==> config.mk <==
export PLATFORM = sky130hd
export DESIGN_NAME = multicycle_ctrl_flat
export DESIGN_NICKNAME = d
export VERILOG_FILES = /design/src/rtl/ctrl_pkg.sv /design/src/rtl/multicycle_ctrl_if.sv /design/src/rtl/ctrl_decode.sv /design/src/rtl/multicycle_ctrl.sv /design/src/flat_wrapper.sv
export SDC_FILE = /design/constraint.sdc
export NUM_CORES = 1
export LEC_CHECK = 0
export ABC_AREA = 1
export BUFFER_PORTS_ARGS = -buffer_cell sky130_fd_sc_hd__buf_2
export CORE_MARGIN = 2
export CORE_UTILIZATION = 42
export DETAILED_ROUTE_END_ITERATION = 6
export PLACE_DENSITY = 0.86
export SLEW_MARGIN = 20
export SYNTH_ARGS = -nofsm -noshare
export SYNTH_HDL_FRONTEND = slang
export SYNTH_SLANG_ARGS = --single-unit
==> constraint.sdc <==
create_clock -name clk -period 1.6 [get_ports clk]
set_input_delay 0.24 -clock clk [delete_from_list [all_inputs] [get_ports clk]]
set_output_delay 0.24 -clock clk [all_outputs]
set_load 0.03 [all_outputs]
==> src/rtl/ctrl_pkg.sv <==
// Shared types and encodings for the RV64I multicycle control FSM and its decoder.
package ctrl_pkg;

  typedef enum logic [3:0] {
    S_FETCH  = 4'd0,
    S_DECODE = 4'd1,
    S_EXEC_R = 4'd2,
    S_EXEC_I = 4'd3,
    S_WB_ALU = 4'd4,
    S_ADDR   = 4'd5,
    S_MEM_RD = 4'd6,
    S_MEM_WR = 4'd7,
    S_WB_MEM = 4'd8,
    S_BR_CMP = 4'd9,
    S_BR_TGT = 4'd10,
    S_JAL    = 4'd11,
    S_HALT   = 4'd12
  } state_t;

  typedef enum logic [2:0] {
    CLS_R   = 3'd0,
    CLS_I   = 3'd1,
    CLS_LD  = 3'd2,
    CLS_ST  = 3'd3,
    CLS_BR  = 3'd4,
    CLS_JAL = 3'd5,
    CLS_ILL = 3'd6
  } cls_t;

  localparam logic [6:0] OP_R   = 7'b0110011;
  localparam logic [6:0] OP_I   = 7'b0010011;
  localparam logic [6:0] OP_LD  = 7'b0000011;
  localparam logic [6:0] OP_ST  = 7'b0100011;
  localparam logic [6:0] OP_BR  = 7'b1100011;
  localparam logic [6:0] OP_JAL = 7'b1101111;

  localparam logic [3:0] CMD_FUNCT = 4'b0000;
  localparam logic [3:0] CMD_ADD   = 4'b0001;
  localparam logic [3:0] CMD_SUB   = 4'b0011;

  localparam logic [1:0] SRC_A_RS1   = 2'd0;
  localparam logic [1:0] SRC_A_PC    = 2'd1;
  localparam logic [1:0] SRC_A_OLDPC = 2'd2;

  localparam logic [1:0] SRC_B_RS2  = 2'd0;
  localparam logic [1:0] SRC_B_IMM  = 2'd1;
  localparam logic [1:0] SRC_B_FOUR = 2'd2;

  localparam logic [1:0] WB_SEL_ALU = 2'd0;
  localparam logic [1:0] WB_SEL_MEM = 2'd1;
  localparam logic [1:0] WB_SEL_PC  = 2'd2;

  localparam logic [2:0] F3_LD_SD = 3'b011;

  // add/sub, xor, or, and are the only ALU ops this core implements
  function automatic logic alu_funct3_ok(input logic [2:0] f3);
    return (f3 == 3'b000) || (f3 == 3'b100) || (f3 == 3'b110) || (f3 == 3'b111);
  endfunction

endpackage

==> src/rtl/multicycle_ctrl_if.sv <==
// Control-to-datapath bundle: IR fields, ALU flags, memory handshake and datapath strobes.
interface multicycle_ctrl_if;
  logic [6:0] opcode;
  logic [2:0] funct3;
  logic [6:0] funct7;
  logic [3:0] alu_flags;
  logic       mem_ready;
  logic       mem_req;
  logic       mem_we;
  logic       mem_addr_sel;
  logic       ir_load;
  logic       pc_load;
  logic       aluout_load;
  logic [1:0] alu_src_a;
  logic [1:0] alu_src_b;
  logic [3:0] alu_cmd;
  logic [2:0] alu_funct3;
  logic [6:0] alu_funct7;
  logic       rf_we;
  logic [1:0] wb_sel;
  logic       halted;
  logic [3:0] state_dbg;

  modport master (
    input  opcode, funct3, funct7, alu_flags, mem_ready,
    output mem_req, mem_we, mem_addr_sel, ir_load, pc_load, aluout_load,
           alu_src_a, alu_src_b, alu_cmd, alu_funct3, alu_funct7,
           rf_we, wb_sel, halted, state_dbg
  );

  modport slave (
    output opcode, funct3, funct7, alu_flags, mem_ready,
    input  mem_req, mem_we, mem_addr_sel, ir_load, pc_load, aluout_load,
           alu_src_a, alu_src_b, alu_cmd, alu_funct3, alu_funct7,
           rf_we, wb_sel, halted, state_dbg
  );
endinterface

==> src/rtl/ctrl_decode.sv <==
// Combinational instruction classifier: opcode/funct fields -> class and legality.
module ctrl_decode
  import ctrl_pkg::*;
(
  input  logic [6:0] i_opcode,
  input  logic [2:0] i_funct3,
  input  logic [6:0] i_funct7,
  output cls_t       o_cls,
  output logic       o_legal
);

  always_comb begin
    o_cls   = CLS_ILL;
    o_legal = 1'b0;
    case (i_opcode)
      OP_R: begin
        o_cls   = CLS_R;
        // funct7 0100000 only selects sub, so it is legal with funct3 000 alone
        o_legal = alu_funct3_ok(i_funct3) &&
                  ((i_funct7 == 7'b0000000) ||
                   ((i_funct7 == 7'b0100000) && (i_funct3 == 3'b000)));
      end
      OP_I: begin
        o_cls   = CLS_I;
        o_legal = alu_funct3_ok(i_funct3);
      end
      OP_LD: begin
        o_cls   = CLS_LD;
        o_legal = (i_funct3 == F3_LD_SD);
      end
      OP_ST: begin
        o_cls   = CLS_ST;
        o_legal = (i_funct3 == F3_LD_SD);
      end
      OP_BR: begin
        o_cls   = CLS_BR;
        o_legal = (i_funct3 == 3'b000) || (i_funct3 == 3'b001);
      end
      OP_JAL: begin
        o_cls   = CLS_JAL;
        o_legal = 1'b1;
      end
      default: begin
        o_cls   = CLS_ILL;
        o_legal = 1'b0;
      end
    endcase
  end

endmodule

==> src/rtl/multicycle_ctrl.sv <==
// Multicycle control FSM: fetch, PC+4, execute, memory access and write-back for the RV64I core.
module multicycle_ctrl
  import ctrl_pkg::*;
#(
  parameter int XLEN = 64
) (
  input  logic               clk,
  input  logic               rst_n,
  multicycle_ctrl_if.master  bus
);

  if (XLEN != 64) begin : g_xlen_check
    $error("multicycle_ctrl sequences RV64I only; XLEN must be 64");
  end

  state_t     r_state, w_next;
  logic       r_zero_q;
  logic       w_zero_ld;
  cls_t       w_cls;
  logic       w_legal;
  logic [3:0] w_cmd;
  logic [2:0] w_f3;
  logic [6:0] w_f7;

  ctrl_decode u_decode (
    .i_opcode (bus.opcode),
    .i_funct3 (bus.funct3),
    .i_funct7 (bus.funct7),
    .o_cls    (w_cls),
    .o_legal  (w_legal)
  );

  always_ff @(posedge clk) begin
    if (!rst_n) begin
      r_state  <= S_FETCH;
      r_zero_q <= 1'b0;
    end else begin
      r_state <= w_next;
      if (w_zero_ld) r_zero_q <= bus.alu_flags[0];
    end
  end

  always_comb begin
    w_next           = r_state;
    w_zero_ld        = 1'b0;
    w_cmd            = CMD_FUNCT;
    w_f3             = 3'b000;
    w_f7             = 7'b0000000;
    bus.mem_req      = 1'b0;
    bus.mem_we       = 1'b0;
    bus.mem_addr_sel = 1'b0;
    bus.ir_load      = 1'b0;
    bus.pc_load      = 1'b0;
    bus.aluout_load  = 1'b0;
    bus.alu_src_a    = SRC_A_RS1;
    bus.alu_src_b    = SRC_B_RS2;
    bus.rf_we        = 1'b0;
    bus.wb_sel       = WB_SEL_ALU;
    bus.halted       = 1'b0;
    // Reset cycle keeps every strobe low so an abandoned access is dropped at once
    if (!rst_n) begin
      w_next = S_FETCH;
    end else begin
      case (r_state)
        S_FETCH: begin
          bus.mem_req = 1'b1;
          if (bus.mem_ready) begin
            bus.ir_load = 1'b1;
            w_next      = S_DECODE;
          end
        end
        S_DECODE: begin
          bus.alu_src_a = SRC_A_PC;
          bus.alu_src_b = SRC_B_FOUR;
          w_cmd         = CMD_ADD;
          bus.pc_load   = 1'b1;
          if (!w_legal) begin
            w_next = S_HALT;
          end else begin
            case (w_cls)
              CLS_R:   w_next = S_EXEC_R;
              CLS_I:   w_next = S_EXEC_I;
              CLS_LD,
              CLS_ST:  w_next = S_ADDR;
              CLS_BR:  w_next = S_BR_CMP;
              CLS_JAL: w_next = S_JAL;
              default: w_next = S_HALT;
            endcase
          end
        end
        S_EXEC_R: begin
          w_f3            = bus.funct3;
          w_f7            = bus.funct7;
          bus.aluout_load = 1'b1;
          w_next          = S_WB_ALU;
        end
        S_EXEC_I: begin
          // funct7 stays 0: imm[11:5] of a negative immediate must not pick sub
          bus.alu_src_b   = SRC_B_IMM;
          w_f3            = bus.funct3;
          bus.aluout_load = 1'b1;
          w_next          = S_WB_ALU;
        end
        S_WB_ALU: begin
          bus.rf_we  = 1'b1;
          bus.wb_sel = WB_SEL_ALU;
          w_next     = S_FETCH;
        end
        S_ADDR: begin
          bus.alu_src_b   = SRC_B_IMM;
          w_cmd           = CMD_ADD;
          bus.aluout_load = 1'b1;
          w_next          = (w_cls == CLS_ST) ? S_MEM_WR : S_MEM_RD;
        end
        S_MEM_RD: begin
          bus.mem_req      = 1'b1;
          bus.mem_addr_sel = 1'b1;
          if (bus.mem_ready) w_next = S_WB_MEM;
        end
        S_MEM_WR: begin
          bus.mem_req      = 1'b1;
          bus.mem_we       = 1'b1;
          bus.mem_addr_sel = 1'b1;
          if (bus.mem_ready) w_next = S_FETCH;
        end
        S_WB_MEM: begin
          bus.rf_we  = 1'b1;
          bus.wb_sel = WB_SEL_MEM;
          w_next     = S_FETCH;
        end
        S_BR_CMP: begin
          w_cmd     = CMD_SUB;
          w_zero_ld = 1'b1;
          w_next    = S_BR_TGT;
        end
        S_BR_TGT: begin
          bus.alu_src_a = SRC_A_OLDPC;
          bus.alu_src_b = SRC_B_IMM;
          w_cmd         = CMD_ADD;
          // funct3[0] distinguishes bne from beq
          bus.pc_load   = bus.funct3[0] ? ~r_zero_q : r_zero_q;
          w_next        = S_FETCH;
        end
        S_JAL: begin
          bus.alu_src_a = SRC_A_OLDPC;
          bus.alu_src_b = SRC_B_IMM;
          w_cmd         = CMD_ADD;
          bus.pc_load   = 1'b1;
          bus.rf_we     = 1'b1;
          bus.wb_sel    = WB_SEL_PC;
          w_next        = S_FETCH;
        end
        S_HALT: begin
          bus.halted = 1'b1;
        end
        default: w_next = S_HALT;
      endcase
    end
  end

  // The ALU picks its result by funct3, so fixed commands must present zeroed funct fields
  assign bus.alu_cmd    = w_cmd;
  assign bus.alu_funct3 = (w_cmd == CMD_FUNCT) ? w_f3 : 3'b000;
  assign bus.alu_funct7 = (w_cmd == CMD_FUNCT) ? w_f7 : 7'b0000000;
  assign bus.state_dbg  = r_state;

endmodule

==> src/flat_wrapper.sv <==
// flat-port wrapper written by rule: the top's interface ports become plain ports
module multicycle_ctrl_flat import ctrl_pkg::*;
#(
  parameter int XLEN = 64
)
  (clk, rst_n, bus_opcode, bus_funct3, bus_funct7, bus_alu_flags, bus_mem_ready, bus_mem_req, bus_mem_we, bus_mem_addr_sel, bus_ir_load, bus_pc_load, bus_aluout_load, bus_alu_src_a, bus_alu_src_b, bus_alu_cmd, bus_alu_funct3, bus_alu_funct7, bus_rf_we, bus_wb_sel, bus_halted, bus_state_dbg);
  multicycle_ctrl_if bus_i ();
  input  logic clk;
  input  logic rst_n;
  input wire logic [$bits(bus_i.opcode)-1:0] bus_opcode;
  input wire logic [$bits(bus_i.funct3)-1:0] bus_funct3;
  input wire logic [$bits(bus_i.funct7)-1:0] bus_funct7;
  input wire logic [$bits(bus_i.alu_flags)-1:0] bus_alu_flags;
  input wire logic [$bits(bus_i.mem_ready)-1:0] bus_mem_ready;
  output wire logic [$bits(bus_i.mem_req)-1:0] bus_mem_req;
  output wire logic [$bits(bus_i.mem_we)-1:0] bus_mem_we;
  output wire logic [$bits(bus_i.mem_addr_sel)-1:0] bus_mem_addr_sel;
  output wire logic [$bits(bus_i.ir_load)-1:0] bus_ir_load;
  output wire logic [$bits(bus_i.pc_load)-1:0] bus_pc_load;
  output wire logic [$bits(bus_i.aluout_load)-1:0] bus_aluout_load;
  output wire logic [$bits(bus_i.alu_src_a)-1:0] bus_alu_src_a;
  output wire logic [$bits(bus_i.alu_src_b)-1:0] bus_alu_src_b;
  output wire logic [$bits(bus_i.alu_cmd)-1:0] bus_alu_cmd;
  output wire logic [$bits(bus_i.alu_funct3)-1:0] bus_alu_funct3;
  output wire logic [$bits(bus_i.alu_funct7)-1:0] bus_alu_funct7;
  output wire logic [$bits(bus_i.rf_we)-1:0] bus_rf_we;
  output wire logic [$bits(bus_i.wb_sel)-1:0] bus_wb_sel;
  output wire logic [$bits(bus_i.halted)-1:0] bus_halted;
  output wire logic [$bits(bus_i.state_dbg)-1:0] bus_state_dbg;
  assign bus_i.opcode = bus_opcode;
  assign bus_i.funct3 = bus_funct3;
  assign bus_i.funct7 = bus_funct7;
  assign bus_i.alu_flags = bus_alu_flags;
  assign bus_i.mem_ready = bus_mem_ready;
  assign bus_mem_req = bus_i.mem_req;
  assign bus_mem_we = bus_i.mem_we;
  assign bus_mem_addr_sel = bus_i.mem_addr_sel;
  assign bus_ir_load = bus_i.ir_load;
  assign bus_pc_load = bus_i.pc_load;
  assign bus_aluout_load = bus_i.aluout_load;
  assign bus_alu_src_a = bus_i.alu_src_a;
  assign bus_alu_src_b = bus_i.alu_src_b;
  assign bus_alu_cmd = bus_i.alu_cmd;
  assign bus_alu_funct3 = bus_i.alu_funct3;
  assign bus_alu_funct7 = bus_i.alu_funct7;
  assign bus_rf_we = bus_i.rf_we;
  assign bus_wb_sel = bus_i.wb_sel;
  assign bus_halted = bus_i.halted;
  assign bus_state_dbg = bus_i.state_dbg;
  multicycle_ctrl #(.XLEN(XLEN)) u_core (.clk(clk), .rst_n(rst_n), .bus(bus_i));
endmodule
# [After elaboration in Yosys (flattened, before gate mapping)]
# Index checks and enable logic that the tools add are counted.
# Widths: inputs -> output; s select.
[classes] n_addsub=0 multipliers=0 div=0 magnitude_cmp=0 eq_ne=32 n_shift=0 muxes=43 bitwise=2 reduce_logical=25
[op_table] operator="$pmux 4 s9" count=1
[op_table] operator="$eq 7x6->1 const B" count=3
[op_table] operator="$mux 7" count=3
[op_table] operator="$eq 4x4->1 const B" count=5
[op_table] operator="$mux 1" count=20
[op_table] operator="$mux 4" count=5
[op_table] operator="$pmux 4 s5" count=1
[op_table] operator="$pmux 3 s6" count=1
[op_table] operator="$eq 4x3->1 const B" count=4
[op_table] operator="$pmux 2 s2" count=4
[op_table] operator="$eq 3x3->1 const B" count=5
[op_table] operator="$eq 7x7->1 const B" count=2
[op_table] operator="$reduce_or 2->1" count=6
[op_table] operator="$reduce_or 4->1" count=3
[op_table] operator="$eq 3x2->1 const B" count=3
[op_table] operator="$mux 3" count=3
[op_table] operator="$reduce_or 3->1" count=3
[op_table] operator="$eq 4x2->1 const B" count=2
[op_table] operator="$logic_not 4->1" count=2
[op_table] operator="$eq 7x2->1 const B" count=1
[op_table] operator="$eq 7x5->1 const B" count=1
[op_table] operator="$logic_not 7->1" count=1
[op_table] operator="$eq 3x1->1 const B" count=2
[op_table] operator="$logic_not 3->1" count=2
[op_table] operator="other kinds (9)" count=19
[totals] reg_bits=5 latch_bits=0 mem_bits_rw=0 mem_bits_ro=0 wordCells=104 n_memories=0

# [Longest topological paths before layout]
[logic_depth] word_depth=8 depth_mapped=11

# [By module]
# Synthesis repeated with hierarchy kept, for this count alone.
[hier_totals] cells_unflattened=158 area_unflattened_um2=870.8
[modules_own_cells] mod="multicycle_ctrl" instances=1 cells_each=113 area_each_um2=650.6 seq_area_each_um2=100.1
[modules_own_cells] mod="ctrl_decode" instances=1 cells_each=45 area_each_um2=220.2 seq_area_each_um2=0.0

# [Least setup slack after synthesis]
# OpenSTA, ideal clock, no wires.
[synth_timing] kind="reg2out" startpoint="register u_core.r_state[3] (netlist: u_core.bus.state_dbg[3])" endpoint="output port bus_wb_sel[1]" arrival_time_ps=1890 t_required_ps=1360 slack_ps=-530 stages_incl_launch_ff=7 n_path_buf=0 path_cell_list="dfxtp_1 -> inv_1 -> nor2_1 -> inv_2 -> nor2_1 -> inv_2 -> nor2_1"
[synth_via] elab_chain_len=3 elab_cells_between_ends=4 classes_between="eq/ne: 2; mux: 2"
[synth_lines] item="from (decl)" line="multicycle_ctrl.sv:16" text="state_t r_state, w_next;"
[synth_lines] item="from (signal assigned)" line="multicycle_ctrl.sv:38" text="r_state <= w_next;"
[synth_lines] item="$eq 4x4->1" line="multicycle_ctrl.sv:64" text="case (r_state)"
[synth_lines] item="$pmux 2 s2 *" line="multicycle_ctrl.sv:64"
[synth_lines] item="$mux 2 *" line="multicycle_ctrl.sv:61" text="if (!rst_n) begin"
[synth_lines] item="to (decl)" line="flat_wrapper.sv:27" text="output wire logic [$bits(bus_i.wb_sel)-1:0] bus_wb_sel;"
# Every way passes the cells marked *; elsewhere a longest branch is shown, timed or not.

# [Worst setup path in the final report]
[layout_timing] startpoint="register u_core.r_state[0] (netlist: u_core.bus.state_dbg[0])" endpoint="output port bus_alu_funct7[6]"
[layout_via] elab_chain_len=6 elab_cells_between_ends=13 classes_between="eq/ne: 6; mux: 5; reduce/logical: 2"
[layout_lines] item="$eq 4x3->1 (tied with other cells)" line="multicycle_ctrl.sv:64"
[layout_lines] item="$reduce_or 4->1 (no line)"
[layout_lines] item="$pmux 2 s2" line="multicycle_ctrl.sv:64"
[layout_lines] item="$mux 4" line="multicycle_ctrl.sv:61"
[layout_lines] item="$logic_not 4->1" line="multicycle_ctrl.sv:164" text="assign bus.alu_funct7 = (w_cmd == CMD_FUNCT) ? w_f7 : 7'b0000000;"
[layout_lines] item="$mux 7 *" line="multicycle_ctrl.sv:164"
[layout_lines] item="to (decl)" line="flat_wrapper.sv:25" text="output wire logic [$bits(bus_i.alu_funct7)-1:0] bus_alu_funct7;"
# Marks and branches as above.

==> flow_metrics.py <==
metrics = {
    "synth": {
        "synth_area_per_cell_um2": 5.51,
        "synth-seq-cells": 5,
        "ys_types": 28,
        "netlist_instances": 160,
        "netlist_area_um2": 881,
        "ys_warn_count": 0,
        "ys_seq_area_share_pct": 11.4,
    },
    "die": {
        "dieHeight_um": 49.8,
        "die_x_um": 49.8,
        "start_util_pct": 44.9,
        "rows": 16,
        "dieArea_um2": 2480,
        "ios": 56,
        "design.core.area_um2": 1960,
    },
    "routing": {
        "vias": 1370,
        "dr.pass1.iters": 4,
        "ant_nets": 0,
        "drtIter0Drc": 54,
        "drc_errors": 0,
        "vias_per_cell": 5.31,
        "drt-total-wl_um": 3590,
        "routedWlPerCell_um": 13.9,
    },
    "clock_tree": {
        "clk_path_buf_depth": 2,
        "htree_levels": 1,
        "path_clk_slew_ps": 50,
        "root_buffer": "clkbuf_4",
        "cts_sinks": 5,
        "cts_hold_buf": 0,
        "clk_latency_ps": 250,
        "cts_tree": "built",
        "numCtsBuffers": 3,
    },
    "sta": {
        "fin_crit_sh_pct": 109,
        "fin_tns_setup_ps": -1530,
        "fmax_mhz": 571,
        "min_period_ps": 1750,
        "slew_violations": 0,
        "finalClockSkew_ps": 12.0,
        "setup_viol": 17,
        "finalHoldViolations": 0,
        "fin_ws_ps": -151,
        "grt_setup_unrepaired": "yes",
    },
    "placed_design": {
        "place.gp.congestion": 0.928,
        "placed_cells": 242,
        "io_buffers": 50,
        "dp_hpwl_um": 2140,
    },
    "outcome": {
        "status": "complete, but fails checks",
        "failed_checks": "setup timing",
    },
    "worst_setup_path": {
        "path_class": "reg -> out",
        "crit_arrival_ps": 1510,
        "slowest_delay_ps": 410,
        "end_kind": "output pin",
        "startpoint_type": "flip-flop",
        "crit_top_cell": "inv_4",
        "worst_ep_required_time_ps": 1360,
        "worstPathCellList": "inv_4 -> nor2_4 -> inv_4 -> o31ai_4 -> buf_12 -> nor3b_4 -> buf_6",
        "slowest_stage": "dfxtp_4",
        "path_buf_inv": 4,
        "path_max_fanout": 6,
        "cpLargestDelayFamily": "buffers and inverters",
    },
    "job": {
        "maxCapViolCount": 0,
    },
    "pwr": {
        "p_per_area_nw_per_um2": 1350,
        "ir_drop_uv": 1300,
        "total_power_w": 0.00217,
        "p_leak_nw": 0.806,
    },
    "hold_path": {
        "hp-class": "in -> reg",
    },
    "final_layout": {
        "multi_input_comb_area_um2": 768,
        "final_cell_mix": "nand2_1 (29), buf_2 (29), buf_4 (26)",
        "final-seq-area_um2": 115,
        "drive_gt1_share_pct": 58.0,
        "n_antenna_cell": 0,
        "area_delta_synth_final_pct": 82.2,
        "instances_no_fill": 258,
        "nets": 256,
        "num-fill-cells": 112,
    },
    "grt": {
        "grt_overflow": 0,
        "grt_pass1_vias": 1162,
        "grt_pass1_wl_um": 4870,
        "gr-usage-all-layers_pct": 24.9,
        "antenna_found_initial": 0,
        "grt_start_max_net_pins": 9,
    },
}
final cells by class:
type	instances	area share (%)
Clock buffer	4	1.64
Inverter	31	8.03
Multi-Input combinational cell	119	47.9
Sequential cell	5	7.17
Tap cell	27	2.10
Timing Repair Buffer	72	33.2
flip-flops by register name, indices dropped and copies added (netlist names):
| name | cells |
|---|---|
| u_core.bus.state_dbg | 4 |
| u_core.r_zero_q | 1 |
through the flow:
step / hold WS, ps / utilization (%) / area (um^2) / setup slack (ps)
final: 304 / 81.8 / 1610 / -151
after global routing: 324 / 81.8 / 1610 / -196
after CTS: 226 / 74.4 / 1460 / -97.7
after detailed placement: 488 / 66.8 / 1310 / 35.8
after global placement: 482 / 66.8 / 1310 / 50.2
after floorplan: 382 / - / 978 / -142
path summary, 6_finish.rpt:
check                          start                       to  slack, ps  cells after the start
max          u_core.bus.state_dbg[0]        bus_alu_funct7[6]       -150                      7
min                 bus_alu_flags[0]          u_core.r_zero_q        300                      3
max reg2reg  u_core.bus.state_dbg[0]  u_core.bus.state_dbg[2]        260                      7
min reg2reg  u_core.bus.state_dbg[1]  u_core.bus.state_dbg[1]        680                      3
report_power, final:
part	internal (W)	switching (W)	leakage (nW)
clock network	0.0000947	0.0000592	0.0150
registers	0.000193	0.000114	0.0437
logic	0.000683	0.00103	0.747
cells by family (layout without fill, tap and decap cells):
kind of cell | after synthesis | count (layout) | synth area share (%)
compound gates | 17 | 17 | 13.2
buf+inv | 37 | 107 | 17.6
flops | 5 | 5 | 11.4
other cells | 1 | 2 | 0.426
simple gates | 100 | 100 | 57.4
Yosys cell counts:
library cell	number	share of area [%]
buf_2	1	0.57
o21ai_2	1	0.99
nor2_4	5	6.4
inv_1	16	6.8
a31oi_1	3	2.1
conb_1	1	0.43
o31ai_4	1	2.4
nand2_1	30	13
a21oi_1	4	2.3
nand4_1	3	2.1
a21oi_2	1	0.99
nor4_1	1	0.71
inv_2	15	6.4
o22ai_1	1	0.71
nand3_2	1	1.1
o211ai_1	1	0.85
o21ai_1	3	1.7
nor2_2	5	3.6
nand3_1	8	4.5
nor3b_2	2	2.8
buf_4	4	3.4
nand2_2	4	2.8
nor3_2	2	2.3
buf_1	1	0.43
o21ai_0	2	1.1
dfxtp_1	5	11
nor2_1	28	12
nor3_1	11	6.2
metal layers:
metal | vias to the layer above | GRT usage, % | share of wire (%)
li1 | 643 | - | -
met3 | 16 | 2.42 | 8.2
met4 | 0 | 5.09 | 3.0
met2 | 91 | 48.9 | 50
met5 | - | 0 | 0
met1 | 620 | 28.4 | 38
repair_timing:
item	4_1_cts	5_1_grt
pin swaps	6	10
endpoints found under the setup margin	17	21
buffers inserted	7	5
gates resized for setup	23	40
tightest hold or removal path: cells and delay by family:
kind          cells  cell delay (ps)
buf+inv           1               80
simple gates      2              180
No activity file was read; power rests on OpenSTA's default activity.
